<file path="src/rtl/mpmc12_pkg.sv">
// ============================================================================
// mpmc12_pkg : shared types and default constants for the mpmc12 address generator
// Rev 1.0 - initial release
// ============================================================================
`default_nettype none

package mpmc12_pkg;

  typedef enum logic [1:0] {
    AG_IDLE = 2'd0,
    AG_RUN  = 2'd1,
    AG_DONE = 2'd2
  } mpmc12_agen_state_t;

  localparam int          MPMC12_BEAT_BYTES = 32;
  localparam logic [31:0] MPMC12_ADDR_RST   = 32'h3FFF_FFFF;

endpackage

`default_nettype wire

</file>
<file path="src/rtl/mpmc12_addr_incr.sv">
// ============================================================================
// mpmc12_addr_incr : next-beat address, linear or wrapping in an aligned window
// Optional macro: MPMC_ADDR_WRAP_EN (wrap arithmetic present only when defined)
// Rev 1.0 - initial release
// ============================================================================
`default_nettype none

module mpmc12_addr_incr
  import mpmc12_pkg::*;
#(
  parameter int AW         = 32,
  parameter int BEAT_BYTES = MPMC12_BEAT_BYTES,
  parameter int WRAP_BYTES = 256
) (
  input  logic [AW-1:0] i_addr,
  input  logic          i_wrap_en,
  output logic [AW-1:0] o_addr_next
);

  logic [AW-1:0] w_addr_lin;

  assign w_addr_lin = i_addr + AW'(BEAT_BYTES);

`ifdef MPMC_ADDR_WRAP_EN
  // Bits above the window come from the current address, so carries out of the window are dropped.
  localparam logic [AW-1:0] C_WIN_MASK = AW'(WRAP_BYTES - 1);

  assign o_addr_next = i_wrap_en ? ((i_addr & ~C_WIN_MASK) | (w_addr_lin & C_WIN_MASK))
                                 : w_addr_lin;
`else
  localparam int unused_wrap_bytes = WRAP_BYTES;
  logic          w_unused_wrap_en;

  assign w_unused_wrap_en = i_wrap_en;
  assign o_addr_next      = w_addr_lin;
`endif

endmodule

`default_nettype wire

</file>
<file path="src/rtl/mpmc12_addr_gen.sv">
// ============================================================================
// mpmc12_addr_gen : burst address generator with run/done FSM, strip count and abort
// Optional macro: MPMC_ADDR_WRAP_EN (critical-word-first wrap within WRAP_BYTES)
// Rev 1.0 - initial release
// ============================================================================
`default_nettype none

module mpmc12_addr_gen
  import mpmc12_pkg::*;
#(
  parameter int          AW         = 32,
  parameter int          SW         = 6,
  parameter int          BEAT_BYTES = MPMC12_BEAT_BYTES,
  parameter logic [31:0] ADDR_RST   = MPMC12_ADDR_RST,
  parameter int          WRAP_BYTES = 256
) (
  input  logic          clk,
  input  logic          rst,
  input  logic          i_start,
  input  logic          i_abort,
  input  logic [SW-1:0] i_num_strips,
  input  logic [AW-1:0] i_addr_base,
  input  logic          i_rdy,
  output logic [AW-1:0] o_addr,
  output logic [SW-1:0] o_strip_cnt,
  output logic          o_last,
  output logic          o_busy,
  output logic          o_done
);

  localparam logic [AW-1:0] C_BEAT_MASK = AW'(BEAT_BYTES - 1);

  mpmc12_agen_state_t r_state;
  mpmc12_agen_state_t w_state_nxt;
  logic [AW-1:0]      r_addr;
  logic [SW-1:0]      r_cnt;
  logic [SW-1:0]      r_num;
  logic [AW-1:0]      w_addr_nxt;
  logic               w_wrap_en;
  logic               w_busy;
  logic               w_last;

`ifdef MPMC_ADDR_WRAP_EN
  assign w_wrap_en = 1'b1;
`else
  assign w_wrap_en = 1'b0;
`endif

  mpmc12_addr_incr #(
    .AW         (AW),
    .BEAT_BYTES (BEAT_BYTES),
    .WRAP_BYTES (WRAP_BYTES)
  ) u_incr (
    .i_addr      (r_addr),
    .i_wrap_en   (w_wrap_en),
    .o_addr_next (w_addr_nxt)
  );

  assign w_busy = (r_state == AG_RUN);
  assign w_last = w_busy && (r_cnt == r_num);

  always_ff @(posedge clk) begin
    if (rst) begin
      r_state <= AG_IDLE;
    end else begin
      r_state <= w_state_nxt;
    end
  end

  always_comb begin
    w_state_nxt = r_state;
    case (r_state)
      AG_IDLE: if (i_start)          w_state_nxt = AG_RUN;
      AG_RUN:  if (i_rdy && w_last)  w_state_nxt = AG_DONE;
      AG_DONE:                       w_state_nxt = AG_IDLE;
      default:                       w_state_nxt = AG_IDLE;
    endcase
    if (i_abort) begin
      w_state_nxt = AG_IDLE;
    end
  end

  // Abort freezes the datapath; on the final beat addr/count stay at their last values.
  always_ff @(posedge clk) begin
    if (rst) begin
      r_addr <= AW'(ADDR_RST);
      r_cnt  <= '0;
      r_num  <= '0;
    end else if (!i_abort) begin
      if (r_state == AG_IDLE && i_start) begin
        r_addr <= i_addr_base & ~C_BEAT_MASK;
        r_cnt  <= '0;
        r_num  <= i_num_strips;
      end else if (w_busy && i_rdy && !w_last) begin
        r_addr <= w_addr_nxt;
        r_cnt  <= r_cnt + SW'(1);
      end
    end
  end

  assign o_addr      = r_addr;
  assign o_strip_cnt = r_cnt;
  assign o_last      = w_last;
  assign o_busy      = w_busy;
  assign o_done      = (r_state == AG_DONE);

endmodule

`default_nettype wire

</file>
<file path="config.mk">
export PLATFORM = sky130hd
export DESIGN_NAME = mpmc12_addr_gen
export DESIGN_NICKNAME = d
export VERILOG_FILES = /design/src/rtl/mpmc12_pkg.sv /design/src/rtl/mpmc12_addr_incr.sv /design/src/rtl/mpmc12_addr_gen.sv
export SDC_FILE = /design/constraint.sdc
export NUM_CORES = 1
export LEC_CHECK = 0
export ABC_AREA = 1
export CAP_MARGIN = 20
export CORE_MARGIN = 4
export CORE_UTILIZATION = 69
export DETAILED_ROUTE_END_ITERATION = 8
export DONT_BUFFER_PORTS = 1
export PLACE_DENSITY = 0.85
export SKIP_CTS_REPAIR_TIMING = 1
export SLEW_MARGIN = 20
export SYNTH_ARGS = -nofsm -noshare
export SYNTH_HDL_FRONTEND = slang
export SYNTH_SLANG_ARGS = --single-unit
</file>
<file path="constraint.sdc">
create_clock -name clk -period 5.19 [get_ports clk]
set_clock_uncertainty 0.2 [all_clocks]
set_input_delay 1.038 -clock clk [delete_from_list [all_inputs] [get_ports clk]]
set_output_delay 1.038 -clock clk [all_outputs]
set_load 0.02 [all_outputs]
</file>
==> impl_metrics.tcl <==
set metrics [dict create \
    root_buffer "clkbuf_8" \
    viasPerCell 5.75 \
    slew_headroom_pct 32.7 \
    antenna_found_initial 0 \
    rows 23 \
    port_buffers 0 \
    synth.yosys.seq_area_share_pct 29.0 \
    synth_cell_type_count 32 \
    synth_area_per_cell_um2 6.12 \
    min-delay-path-class "flop to flop" \
    syn_to_final_growth_pct -0.130 \
    worstSetupPathType "input port to flop" \
    slew_violations 0 \
    firstDrtPassIters 5 \
    core_area_um2 4030 \
    wl_um 7070 \
    wl_met2_um 3460 \
    insertedDiodeCount 0 \
    postRouteAntennaNets 0 \
    period_needed_ns 2.89 \
    status "finished clean" \
    drc 0 \
    ys_seq_elements 42 \
    yosys.area.top_type "dfxtp_1" \
    ys_top_cells_by_area "dfxtp_1 (29%), nand2_1 (19%), nand3_1 (17%), nor2_1 (7.0%), inv_1 (3.9%)" \
    clkLatencyLatePin_ns 0.29 \
    crit_path_end_kind "flop" \
    nets 502 \
    cts.clk_slew.worst_paths_ns 0.07 \
    min_path_cells 2 \
    overflow 0 \
    hold_viol_final 0 \
    whs_ns 0.276 \
    timing.final.crit_share_pct 55.6 \
    place_area_um2 2800 \
    dpl.hpwl_um 5030 \
    synthCells 473 \
    fmaxAchievable_ghz 0.347 \
    wl_met1_um 2980 \
    rsz0062_at_grt "no" \
    worst-r2r-setup-slack_ns 2.62 \
    drtIter0Drc 181 \
    r2r-end "o_addr[16]" \
    final.setup.tns_ns 0 \
    cts_sinks 42 \
    required_ns 5.13 \
    total_leakage_power_nw 1.47 \
    min-delay-start "r_num[2]" \
    netlist_area_um2 2900 \
    cap_violations 0 \
    ir_worst_vdd_mv 0.259 \
    grt_pass1_vias 2638 \
    syn_nets 518 \
    fp.dieW_um 72.8 \
    htree_levels 2 \
    grt_pass1_wl_um 11900 \
    die-area_um2 5300 \
    gp_congestion 0.922 \
    cp_max_fo 39 \
    grt_max_degree 40 \
    r2r_cells 8 \
    drive_gt1_share_pct 8.52 \
    synth_top_area_share_pct 29.0 \
    final_area_um2 2890 \
    rr_startpoint "r_state[0]" \
    setup_viol 0 \
    top_layer "met4" \
    cts_made_buffers 5 \
    cts_buffer_depth 2 \
    dr_total_vias 2921 \
    power_uw 859 \
    p_per_area_nw_per_um2 297 \
    post_drt_wl_per_cell_um 13.9 \
    crit_path_start_kind "input port" \
    nFillCells 365 \
    whs_endpoint "r_num[2]" \
    cts_tree "built" \
    worst_pin_slew_ns 1.00 \
    initial_core_util_pct 71.9 \
    worstPathArrival_ns 2.83 \
    grt_usage_pct 27.7 \
    yosysWarnings 0 \
    ios 84 \
    dr_wl_met3_um 546 \
    fp.dieH_um 72.8 \
]
-- layer usage --
layer / vias to the layer above / track usage (%)
li1: 1488 / -
met4: 0 / 7.58
met1: 1314 / 34.7
met5: - / 0
met2: 109 / 46.7
met3: 10 / 7.30
-- state kept, by name, indices dropped and copies added (netlist names) --
signal and flops:
o_addr 28, o_strip_cnt 6, r_num 6, r_state 2
-- how the worst max path moves through the flow --
stage	start	cells after the start	end	slack (ns)
6_report	i_start	7	o_addr[16]	2.30
5_1_grt	i_start	7	o_addr[20]	2.06
4_1_cts	i_start	7	o_addr[16]	2.32
3_5_place_dp	i_start	7	o_addr[16]	2.01
3_3_place_gp	i_start	7	o_addr[22]	2.03
2_1_floorplan	o_strip_cnt[0]	6	o_last	2.87
-- power by group --
part | internal, mW | switching, mW
Sequential | 0.344 | 0.0607
Combinational | 0.0802 | 0.156
Clock | 0.107 | 0.110
Total | 0.532 | 0.327
-- placed cells by master (no fill, tap or decap), drive strengths merged, types with 2 or more instances in the layout --
cell type,instances
clkinv,2
or2,10
nand2,150
nor3b,2
nand3,98
clkbuf,7
o21bai,2
xor2,4
inv,35
o21ai,18
nor2,64
nand4,5
xnor2,5
a21oi,9
dfxtp,42
ha,2
-- worst max-delay path: stages --
cell and delay (ns):
nand3_2 0.48, nor2_2 0.41, inv_2 0.36, nand2_8 0.33
nand2_1 0.08, nand2_1 0.06, nand3_1 0.06
-- through the flow --
step           setup slack (ns)  instances  utilization [%]
4_1_cts                    2.32        508             71.8
3_3_place_gp               2.03        500             69.5
2_1_floorplan              2.87        473                -
5_1_grt                    2.06        508             71.8
6_report                   2.30        508             71.8
3_5_place_dp               2.01        500             69.5
-- layout make-up --
| cell class | count | area, µm² | area share (%) |
|---|---|---|---|
| clock buffers | 7 | 86.3 | 2.99 |
| flip-flops and latches | 42 | 841 | 29.1 |
| clock inverters | 1 | 5.00 | 0.173 |
| multi-input cells | 372 | 1760 | 60.9 |
| inverters | 36 | 135 | 4.67 |
| well taps | 50 | 62.6 | 2.16 |
-- cell usage after synthesis --
| library cell | number |
|---|---|
| a21oi_1 | 9 |
| a31oi_1 | 1 |
| buf_2 | 5 |
| buf_4 | 5 |
| buf_6 | 6 |
| clkbuf_1 | 6 |
| clkbuf_2 | 1 |
| clkinv_1 | 1 |
| dfxtp_1 | 42 |
| ha_1 | 2 |
| inv_1 | 30 |
| inv_2 | 5 |
| nand2_1 | 144 |
| nand2_2 | 4 |
| nand2_4 | 1 |
| nand2_8 | 1 |
| nand3_1 | 96 |
| nand3_2 | 2 |
| nand3b_1 | 1 |
| nand4_1 | 5 |
| nor2_1 | 54 |
| nor2_2 | 7 |
| nor2_4 | 3 |
| nor3b_1 | 2 |
| o21ai_0 | 17 |
| o21ai_1 | 1 |
| o21bai_1 | 2 |
| o31ai_1 | 1 |
| or2_1 | 1 |
| or2_2 | 9 |
| xnor2_1 | 5 |
| xor2_1 | 4 |
-- cells by family (layout without fill, tap and decap cells) --
logic type / Yosys count / count (layout) / synth area share, %
buffers and inverters: 59 / 44 / 10.1
AOI/OAI and AO/OA: 31 / 31 / 5.66
DFF: 42 / 42 / 29.0
adders and majority gates: 2 / 2 / 0.864
and+or+nand+nor: 330 / 330 / 51.6
xor gates and xnor gates: 9 / 9 / 2.72
Power figures use the tool's default switching activity.
